==> src/rtl/spi_cmd_ram.sv <==
// SPI command RAM: decodes 2-bit-opcode command words into writes/reads of a register array and
// returns read data through a tx_valid/tx_ready handshake with overrun and timeout status.
module spi_cmd_ram #(
   parameter int unsigned DATA_W     = 8,
   parameter int unsigned ADDR_W     = 8,
   parameter int unsigned MEM_DEPTH  = 256,
   parameter int unsigned AUTO_INC   = 1,
   parameter int unsigned TX_TIMEOUT = 16
) (
   input  logic              clk,
   input  logic              rst_n,
   input  logic [DATA_W+1:0] din_i,
   input  logic              rx_valid_i,
   input  logic              tx_ready_i,
   output logic [DATA_W-1:0] dout_o,
   output logic              tx_valid_o,
   output logic              overrun_o,
   output logic              timeout_err_o
);

   localparam int unsigned IDX_W = (MEM_DEPTH > 1) ? $clog2(MEM_DEPTH) : 1;
   localparam int unsigned CNT_W = (TX_TIMEOUT > 0) ? $clog2(TX_TIMEOUT + 1) : 1;
   localparam logic [ADDR_W-1:0] ADDR_LAST = ADDR_W'(MEM_DEPTH - 1);
   localparam logic [CNT_W-1:0]  CNT_MAX   = CNT_W'(TX_TIMEOUT);

   typedef enum logic {StIdle, StTxWait} state_e;

   state_e              state_q, state_d;
   logic [DATA_W-1:0]   dout_q, dout_d;
   logic [ADDR_W-1:0]   wr_addr_q, wr_addr_d;
   logic [ADDR_W-1:0]   rd_addr_q, rd_addr_d;
   logic [CNT_W-1:0]    cnt_q, cnt_d;
   logic                overrun_q, overrun_d;
   logic                timeout_err_q, timeout_err_d;
   logic                mem_we;
   logic [DATA_W-1:0]   mem_q [MEM_DEPTH];

   logic [1:0]          opcode;
   logic [DATA_W-1:0]   payload;
   logic                wr_in_range, rd_in_range;
   logic [CNT_W-1:0]    cnt_inc;

   assign opcode      = din_i[DATA_W+1:DATA_W];
   assign payload     = din_i[DATA_W-1:0];
   assign wr_in_range = 32'(wr_addr_q) < MEM_DEPTH;
   assign rd_in_range = 32'(rd_addr_q) < MEM_DEPTH;
   assign cnt_inc     = cnt_q + 1'b1;

   // Wraps at the last implemented word; out-of-range addresses just count upward.
   function automatic logic [ADDR_W-1:0] next_addr(input logic [ADDR_W-1:0] a);
      return (a == ADDR_LAST) ? '0 : a + 1'b1;
   endfunction

   always_comb begin
      state_d       = state_q;
      dout_d        = dout_q;
      wr_addr_d     = wr_addr_q;
      rd_addr_d     = rd_addr_q;
      cnt_d         = cnt_q;
      overrun_d     = overrun_q;
      timeout_err_d = timeout_err_q;
      mem_we        = 1'b0;

      if (state_q == StTxWait) begin
         if (tx_ready_i) begin
            state_d = StIdle;
         end else if (TX_TIMEOUT > 0) begin
            cnt_d = cnt_inc;
            if (cnt_inc == CNT_MAX) begin
               state_d       = StIdle;
               timeout_err_d = 1'b1;
            end
         end
      end

      if (rx_valid_i) begin
         unique case (opcode)
            2'b00: wr_addr_d = payload[ADDR_W-1:0];
            2'b01: begin
               mem_we = wr_in_range;
               if (AUTO_INC != 0) wr_addr_d = next_addr(wr_addr_q);
            end
            2'b10: rd_addr_d = payload[ADDR_W-1:0];
            2'b11: begin
               // State as sampled decides; a same-edge tx_ready does not free the slot.
               if (state_q == StIdle) begin
                  dout_d  = rd_in_range ? mem_q[rd_addr_q[IDX_W-1:0]] : '0;
                  state_d = StTxWait;
                  cnt_d   = '0;
                  if (AUTO_INC != 0) rd_addr_d = next_addr(rd_addr_q);
               end else begin
                  overrun_d = 1'b1;
               end
            end
            default: ;
         endcase
      end
   end

   always_ff @(posedge clk or negedge rst_n) begin
      if (!rst_n) begin
         state_q       <= StIdle;
         dout_q        <= '0;
         wr_addr_q     <= '0;
         rd_addr_q     <= '0;
         cnt_q         <= '0;
         overrun_q     <= 1'b0;
         timeout_err_q <= 1'b0;
      end else begin
         state_q       <= state_d;
         dout_q        <= dout_d;
         wr_addr_q     <= wr_addr_d;
         rd_addr_q     <= rd_addr_d;
         cnt_q         <= cnt_d;
         overrun_q     <= overrun_d;
         timeout_err_q <= timeout_err_d;
      end
   end

   // Storage is deliberately left out of reset so contents survive it.
   always_ff @(posedge clk) begin
      if (mem_we) mem_q[wr_addr_q[IDX_W-1:0]] <= payload;
   end

   assign dout_o        = dout_q;
   assign tx_valid_o    = (state_q == StTxWait);
   assign overrun_o     = overrun_q;
   assign timeout_err_o = timeout_err_q;

endmodule

==> config.mk <==
export PLATFORM = sky130hd
export DESIGN_NAME = spi_cmd_ram
export DESIGN_NICKNAME = d
export VERILOG_FILES = /design/src/rtl/spi_cmd_ram.sv
export SDC_FILE = /design/constraint.sdc
export NUM_CORES = 2
export LEC_CHECK = 0
export BUFFER_PORTS_ARGS = -buffer_cell sky130_fd_sc_hd__buf_2
export CAP_MARGIN = 10
export CORE_AREA = 2 2 575 291
export CTS_CLUSTER_SIZE = 28
export DETAILED_ROUTE_END_ITERATION = 10
export DIE_AREA = 0 0 577 293
export MAX_ROUTING_LAYER = met4
export PLACE_DENSITY_LB_ADDON = 0.08
export SYNTH_ARGS = -nofsm -noshare
export SYNTH_HDL_FRONTEND = slang
export SYNTH_SLANG_ARGS = --single-unit
==> constraint.sdc <==
create_clock -name clk -period 3.05 [get_ports clk]
set_input_delay 0.305 -clock clk [delete_from_list [all_inputs] [get_ports clk]]
set_output_delay 0.305 -clock clk [all_outputs]
set_load 0.005 [all_outputs]
# Yosys cells after proc, flatten, opt, wreduce, memory -nomap -nowiden
# Memories as Yosys holds them, arrays and structs flattened. A register that Yosys moved wholly into a read port is not among the register bits.
# Cells that the tools add are included.
dict set report word_totals {
  word_cells 48
  mem_bits_rw 2048
  ff_bits 24
  mem_count 1
}
# name depth word_bits rd rd_clocked_by_memory_dff write_ports line_no
set memory_table {}
lappend memory_table {mem_q 256 8 1 1 1 36} ;# logic [DATA_W-1:0] mem_q [MEM_DEPTH];
dict set report classes {
  n_mux 20
  reduce_logical 9
  addsub 3
  bitwise_logic 2
  n_eq_ne 7
}
# op n
set op_table {}
lappend op_table {{case mux 8 bit (2 select lines)} 2}
lappend op_table {{two-way mux 5 bit} 5}
lappend op_table {{two-way mux 8 bit} 3}
lappend op_table {{adder 8 x 1 -> 8 bit, second input constant} 2}
lappend op_table {{equality test 8 bit, second input constant} 2}
lappend op_table {{AND reduction 3 bit} 4}
lappend op_table {{two-way mux 1 bit} 10}
lappend op_table {{adder 5 x 1 -> 5 bit, second input constant} 1}
lappend op_table {{equality test 5 bit, second input constant} 1}
lappend op_table {{equality test 2 bit, second input constant} 2}
lappend op_table {{nonzero test 2 bit} 2}
lappend op_table {{equality test 2 x 1 -> 1 bit, second input constant} 1}
lappend op_table {{zero test 2 bit} 1}
lappend op_table {{!= test 2 bit, second input constant} 1}
lappend op_table {{NOT 1 bit} 2}
lappend op_table {{AND reduction 2 bit} 1}
lappend op_table {{zero test 1 bit} 1}

# Logic depth before layout (Yosys ltp)
dict set report depth {
  depth_word 8
  ltp_mapped 13
  ltp_nobuf 7
}

# Worst setup path after synthesis
# No wires, ideal clock.
dict set report synth_path {
  path_kind {register to register}
  startpoint {register rd_addr_q[0]}
  endpoint {register dout_q[6] (netlist: dout_o[6]) (read register of mem_q)}
  t_required_ps 2924
  setup_slack_ps 606
  period_less_slack_ps 2444
  path_buffers 6
  arrival_ps 2318
  setup_ps 126
  stages_incl_launch_ff 14
  path_cell_list {dfrtp_1 -> buf_6 -> buf_12 -> buf_8 -> buf_6 -> buf_6 -> buf_4 -> mux2i_1 -> o22ai_1 -> a211oi_1 -> o21ai_1 -> nand4_1 -> a21oi_1 -> a221o_1}
}
# element line_no
set synth_rtl {}
lappend synth_rtl {{from (decl)} 31} ;# logic [ADDR_W-1:0] rd_addr_q, rd_addr_d;
lappend synth_rtl {{from (signal assigned)} 113} ;# rd_addr_q <= rd_addr_d;
lappend synth_rtl {{to (decl)} 29} ;# logic [DATA_W-1:0] dout_q, dout_d;

==> results.md <==
* Io pins at 25
* Final-layout fill cell count at approximately 12000
* Synth Cell Area at a little over 80000 um^2
* DRC Markers at 0
* Avg Cell Area, Syn at roughly 20 um^2
* Initial antenna violation count at 12
* Worst hold path type: input pin to flop
* Startpoint types: flop
* Flop2flop setup slack at -0.15 ns
* Syn Inst Count at 4019
* Area grow syn2layout at 17.8%
* Worst Path Required at 3.82 ns
* Setup crit end kind: flop
* Core Region at approximately 160000 um^2
* Failing checks: setup timing
* Max Fclk at between 300 and 400 MHz
* Setup_tns at -0.379 ns
* WL/cell at 31.6 um
* Clock transition at path regs at about 0.07 ns
* Max stage delay cell, worst path: dfrtp_4
* Design area at between 90000 and 100000 um^2
* Initial DRT Pass Iterations at 6
* Die Y-Extent at between 200 and 300 um
* Path depth of the worst reg2reg path at 9
* Power Density at ~680 nW/um^2
* Relative slew slack at 0.247
* Worst r2r src: rd_addr_q[1]
* First-pass GRT wire length at approximately 320 mm
* Post-synth EDFFs at 2048
* P_leak at 31.4 nW
* Area of the multi-input gates at between 15000 and 20000 um^2
* Gr ovfl total at 0
* Initial drt markers at between 6000 and 7000
* H-tree lvl count at 4
* Main synth FF type: edfxtp_1
* I/O Buffers at 24
* Max incr delay on CP at about 0.58 ns
* R2R Path End: dout_o[5]
* Worst Path Buf+Inv at 3
* Worst-Skew Late Latency at between 0.8 and 0.9 ns
* Post-Syn Nets at 4039
* Final Max Tran Viols at 0
* Vias at approximately 44000
* Clock Tree Buf Depth at 4
* Crit path max-delay family: buffers and inverters
* Hold path cells at 1
* Clock sinks at about 2100
* Worst endpoint data arrival time at a little under 4 ns
* CTS tree: yes
* Worst Hold Path EP: mem_q[178][0]
* HPWL Detailed at between 100 and 150 mm
* Post-synthesis sequential area ratio at 0.764
* Vias per std cell at about 6
* TritonCTS Buffers at roughly 190
* CP Class: flop to flop
* Netlist cell types at between 60 and 70
* Final ANT Viol Nets at 0
* Max-cap viol count at 0
* Post-layout min period at between 3 and 4 ns
* Routed wire length at around 220 mm
* RD Place Congestion at 0.902
* Synthesized flop and latch total at ~2100
* Period utilization at 1.05
* Final setup vio count at 5
* Pin count of the biggest net entering global routing at 100
* Reg area at slightly above 60000 um^2
* Vias in the first global route at about 43000
* Post-route setup slack at -0.152 ns
* Dpl cell area at slightly below 90000 um^2
* Final-report hold violation count at 0
* Die area at approximately 170000 um^2
* Worst-path cell chain: buf_12 -> buf_4 -> mux4_2 -> nand2_1 -> a41oi_1 -> nand4_1 -> nor3_4 -> buf_6 -> a221o_1
* Share of layout cells above drive strength 1 at 0.312
* Ys Warns at 0
* Status: finished, violations left
* Max FO, Critical Path at 22
* DIE WIDTH at 577 um
* Async SR Flop Fraction at 0.0154
* Root Driver: clkbuf_16
* Skew final at 0.0512 ns
* Min-delay src: din_i[0]
* Row Count at about 110
* Worst VDD drop at 0.000526 V
* Total GRT Usage at 0.273
* RSZ-0062 raised after global routing: true
* Starting Density at 0.499
* Worst slew pin tran at between 1 and 1.5 ns
* Final nets at around 4800
-- per-stage QoR --
step                setup slack (ns)  power [mW]  utilization  hold WS, ns  std cells
finish                        -0.152        65.3        0.587       0.0813       7083
global route                  -0.161        67.2        0.587       0.0846       7081
CTS                          -0.0615        65.3        0.583       0.0627       7041
detailed placement            -0.615        41.8        0.544        0.439       6696
global placement              -0.659        41.8        0.544        0.436       6696
floorplan                      0.606        37.5            -      0.00941       4019
-- worst max path at each step --
stage,start,endpoint,cells after the start
after global placement,rd_addr_q[0],dout_o[7],10
after floorplan,rd_addr_q[0],dout_o[6],13
after detailed placement,rd_addr_q[0],dout_o[7],10
final,rd_addr_q[1],dout_o[5],9
after CTS,rd_addr_q[0],dout_o[5],12
after global routing,rd_addr_q[0],dout_o[2],12
-- flip-flops by register name (all words and copies together), names as in the netlist --
name	flops
rd_addr_q	8
wr_addr_q	8
overrun_o	1
dout_o	8
timeout_err_o	1
tx_valid_o	1
mem_q	2048
cnt_q	5
-- repair_timing --
| item | in CTS | in global routing |
|---|---|---|
| pin swaps | 6 | 18 |
| setup buffers | 5 | 40 |
| endpoints found under the hold margin | 74 | 0 |
| resized for setup | 38 | 55 |
| endpoints found under the setup margin | 8 | 8 |
| gates cloned | 2 | 3 |
| hold buffers | 10 | 0 |
-- cells in the mapped netlist (40+ instances only) --
master    instances  area [um^2]
edfxtp_1       2048        61500
mux4_2          406         9140
nor2_1          308         1160
mux2i_1         258         2580
nand2_1         131          492
clkbuf_1        112          420
o22ai_1          94          588
a21oi_1          65          325
buf_2            45          225
o221ai_1         45          394
o21ai_0          44          220
buf_6            40          450
-- layer usage --
metal | vias to the layer above | global-route usage | wire [um]
met2 | 2060 | 0.394 | 100000
li1 | 18100 | - | -
met1 | 23300 | 0.417 | 99100
met3 | 280 | 0.0463 | 21000
met5 | - | - | 0
met4 | 0 | 0.0483 | 3890
-- power breakdown --
part	switching [mW]	leakage, nW	internal [mW]
Sequential	0.231	18.8	31.5
Clock	10.3	2.93	13.2
Combinational	5.66	9.63	4.36
Total	16.2	31.4	49.0
-- layout make-up --
class / count / share of cell area
Multi-Input combinational cell: 1685 / 0.187
Tap cell: 2193 / 0.0286
Inverter: 10 / 0.000495
Clock inverter: 98 / 0.00964
Timing Repair Buffer: 783 / 0.0725
Sequential cell: 2080 / 0.649
Clock buffer: 231 / 0.0526
Antenna cell: 3 / 0.0000782
-- cells in the final DEF, fill, tap and decap left out, types with 7 or more instances in the layout --
cell	n
edfxtp_1	2048
buf_4	665
mux4_2	406
nor2_1	302
mux2i_1	258
clkbuf_16	195
nand2_1	120
o22ai_1	90
buf_12	61
a21oi_1	58
o21ai_0	42
o221ai_1	42
clkinv_1	39
a22oi_1	35
clkinv_2	33
clkbuf_1	29
a211oi_1	28
dfrtp_1	28
nand3_1	26
nor3_1	25
bufinv_16	17
clkbuf_8	16
buf_2	16
nand4_1	14
nor2b_1	13
a22o_1	13
mux4_1	12
nand2_2	11
and2_1	10
dlygate4sd3_1	10
buf_6	10
nand2b_1	8
inv_1	8
and3_1	8
buf_16	8
nor4_1	7
-- cells by family (layout without fill, tap and decap cells) --
group | Yosys count | in the layout | share of synthesized area
XOR/XNOR | 3 | 3 | 0.000322
AND/OR/NAND/NOR | 591 | 591 | 0.0314
flip-flops | 2080 | 2080 | 0.764
adder cells (fa/ha/maj) | 6 | 6 | 0.000921
multiplexers | 676 | 676 | 0.148
buffers and inverters | 254 | 1122 | 0.0209
other | 0 | 3 | 0
AO/OA/AOI/OAI | 409 | 409 | 0.0349
No activity file was read; power rests on OpenSTA's default activity.
